**src/rtl/mod8_chk_pkg.sv**
```systemverilog
// Shared types and default sizing for the modulo count-stream sequence checker.
package mod8_chk_pkg;

    typedef enum logic [1:0] {
        HUNT    = 2'd0,
        CONFIRM = 2'd1,
        LOCKED  = 2'd2
    } state_t;

    localparam int DEF_WIDTH    = 3;
    localparam int DEF_LOCK_CNT = 4;
    localparam int DEF_LOSS_CNT = 2;
    localparam int DEF_ERR_W    = 8;

endpackage

```
**src/rtl/mod8_seq_checker_sat_counter.sv**
```systemverilog
// Saturating event counter; a clear in the same cycle as an event yields one.
module sat_counter
    import mod8_chk_pkg::*;
#(
    parameter int W = DEF_ERR_W
) (
    input  logic         clk,
    input  logic         rst,
    input  logic         inc,
    input  logic         clr,
    output logic [W-1:0] cnt
);

    logic [W-1:0] cnt_q;
    logic [W-1:0] cnt_d;

    // Clear first, then count on top of the cleared value.
    always_comb begin
        cnt_d = clr ? '0 : cnt_q;
        if (inc && (cnt_d != {W{1'b1}})) begin
            cnt_d = cnt_d + W'(1);
        end
    end

    always_ff @(posedge clk) begin
        if (rst) begin
            cnt_q <= '0;
        end else begin
            cnt_q <= cnt_d;
        end
    end

    assign cnt = cnt_q;

endmodule

```
**config.mk**
```make
export PLATFORM = sky130hd
export DESIGN_NAME = sat_counter
export DESIGN_NICKNAME = d
export VERILOG_FILES = /design/src/rtl/mod8_chk_pkg.sv /design/src/rtl/mod8_seq_checker_sat_counter.sv
export SDC_FILE = /design/constraint.sdc
export NUM_CORES = 1
export LEC_CHECK = 0
export ABC_AREA = 0
export BUFFER_PORTS_ARGS = -buffer_cell sky130_fd_sc_hd__buf_2
export CORE_AREA = 2 2 39 41
export DETAILED_ROUTE_END_ITERATION = 10
export DIE_AREA = 0 0 41 43
export MAX_ROUTING_LAYER = met4
export PLACE_DENSITY = 0.54
export SETUP_SLACK_MARGIN = 0.15
export SLEW_MARGIN = 20
export SYNTH_ARGS = -nofsm -noshare
export SYNTH_HDL_FRONTEND = slang
export SYNTH_SLANG_ARGS = --single-unit
```
**constraint.sdc**
```tcl
create_clock -name clk -period 1.62 [get_ports clk]
set_input_delay 0.162 -clock clk [delete_from_list [all_inputs] [get_ports clk]]
set_output_delay 0.162 -clock clk [all_outputs]
set_load 0.02 [all_outputs]
```
==> metrics.cfg <==
[outcome]
status=completed

[power]
p_int_uw=293
pwr-share-comb=0.058
power_per_cell_area_nw_per_um2=813
clkPwrFrac=0.407
p_sw_uw=86.4
finalPower_uw=379
vdd_drop_max_mv=0.298
p_leak_uw=0.000177
power_frac_seq=0.535
swShare=0.228

[worst_setup_path]
worst_setup_path_start_kind=register
cp.required_ps=1800
r2r-start=cnt[5]
cp.buffers_inverters=0
worstPathCellList=and4b_4, nand4_1, a211oi_2
slowest_delay_ps=420
cp_top_family=simple AND/OR/NAND/NOR gates
cp_max_fo=7
cpMaxStageDelayCell=dfxtp_1
arrival_ps=1340
path_class=register to register
worstSetupEndpointType=register
crit_start=cnt[5]

[timing]
skew_ps=3.76
fin_crit_ps=1160
slew_viol_final=0
grt_setup_unrepaired=false
layout_worst_path_cycle_share=0.714
hold_viol=0
tightest_slew_ps=342
max-slew-margin-rel=0.772
max_freq_mhz=864
setup_violations=0
fin_setup_tns_ps=0

[finish]
area_delta_synth_final_pct=26.4
largest_register_ffs=8
insertedDiodeCount=0
multiInputGateArea_um2=209
fin_area_um2=467
seq_area_um2=160
fin_util=0.337
nets=61
n_fill_cell=159
layout-drive-gt1-share=0.309

[grt]
antenna_found_initial=0
grt_overflow=0
gr-max-usage-layer=met2
grt_pass1_wl_mm=1.44
grt_util_met1=0.158
grt_max_degree=10
grt_pass1_vias=341
grt_use_total=0.129
met3_usage=0.0628
met2_usage=0.163

[synthesis]
async_flop_share=0
yosysWarnings=0
synth_top_area_share=0.434
synthFlopType=dfxtp_1
synth_largest_area_cell=dfxtp_1
ys_seq_area_frac=0.434
synth.top_cells.by_area=dfxtp_1, a21oi_1, nor3_1, a31oi_1, nand4_1
yosysMostFrequentCell=dfxtp_1
synth_area_um2=369
synth_area_per_cell_um2=9.00
ys_ff_latch=8
synth_common_cells=dfxtp_1, a21oi_1, nor3_1, a31oi_1, nand4_1
synth_edf_count=0
yosysUniqueCellTypes=20
synth_nets=45
syn_inst=41

[cts]
cts_setup_buffers=0
hold_buffers=0
htreeDepth=1
clockRootBuffer=clkbuf_4
cts-resized-gates=0
clk_pin_slew_ps=60
clk_latency_ps=250
cts_inserted_buffers=3
ctsLongestPathBuffers=2
cts_tree=done
clock-sinks=8

[route]
routedWlPerCell_um=12.5
vias_per_cell=5.51
drtIter0Drc=8
wirelength_um=888
drcViolationCount=0
vias=391
antenna_left=0
first_pass_iters=4

[placed_design]
hpwl_um=667
place_congestion=0.833
port_buffers=11
dpl_cell_area_um2=444

[min_path]
hold_start=inc
hold_class=input port to register

[floorplanning]
die_w_um=41
ios=12
core_region_area_um2=1380
start_util=0.267
rows=14
die_h_um=43
die_area_um2=1760

[flow_run]
drv_cap=0

## per-stage QoR
step,setup slack [ps],instances,hold slack [ps]
6_report,463,71,171
3_5_place_dp,470,68,442
4_1_cts,463,71,161
5_1_grt,392,71,203
2_1_floorplan,418,41,261
3_3_place_gp,476,68,436
## path summary, 6_finish.rpt
path	to	slack, ps	cells after the start
max reg2reg	cnt[1]	460	3
max	cnt[1]	460	3
min	cnt[0]	170	2
min reg2reg	cnt[7]	530	2
## area by class of cell
type / count / area share
Multi-Input combinational cell: 33 / 0.448
Sequential cell: 8 / 0.343
Timing Repair Buffer: 11 / 0.118
Clock buffer: 3 / 0.0483
Tap cell: 16 / 0.0429
## logic make-up after synthesis
family             count (synthesis)  share of synthesized area
AOI/OAI and AO/OA                 13                      0.231
DFF                                8                      0.434
and+or+nand+nor                   20                      0.336
## power by group through the flow
stage | Clock [uW] | Combinational, uW | Sequential [uW]
detailed placement | 0 | 22.0 | 207
global placement | 0 | 21.5 | 207
global route | 175 | 25.3 | 203
finish | 154 | 22.0 | 203
CTS | 164 | 22.1 | 203
floorplan | 0 | 8.27 | 209
## worst register-to-register path, cell delays in order, from the launching register on
cell and delay (ps):
dfxtp_1 420, and4b_4 300, nand4_1 130, a211oi_2 230
## per-layer routing
| layer | vias to the layer above | wire length [um] |
|---|---|---|
| li1 | 194 | - |
| met1 | 177 | 415 |
| met2 | 16 | 398 |
| met3 | 4 | 66 |
| met4 | 0 | 8 |
| met5 | - | 0 |
## cell usage in the layout (no fill, tap or decap), types with 2 or more instances in the layout
cell type,instances
a31oi_1,3
o21ai_0,2
nand2_1,2
a21oi_1,4
nand4_1,3
buf_2,11
clkbuf_4,3
dfxtp_1,8
nor2_1,2
and4_1,2
nor3_1,4
Note: power is estimated with default switching activity, not from simulation.
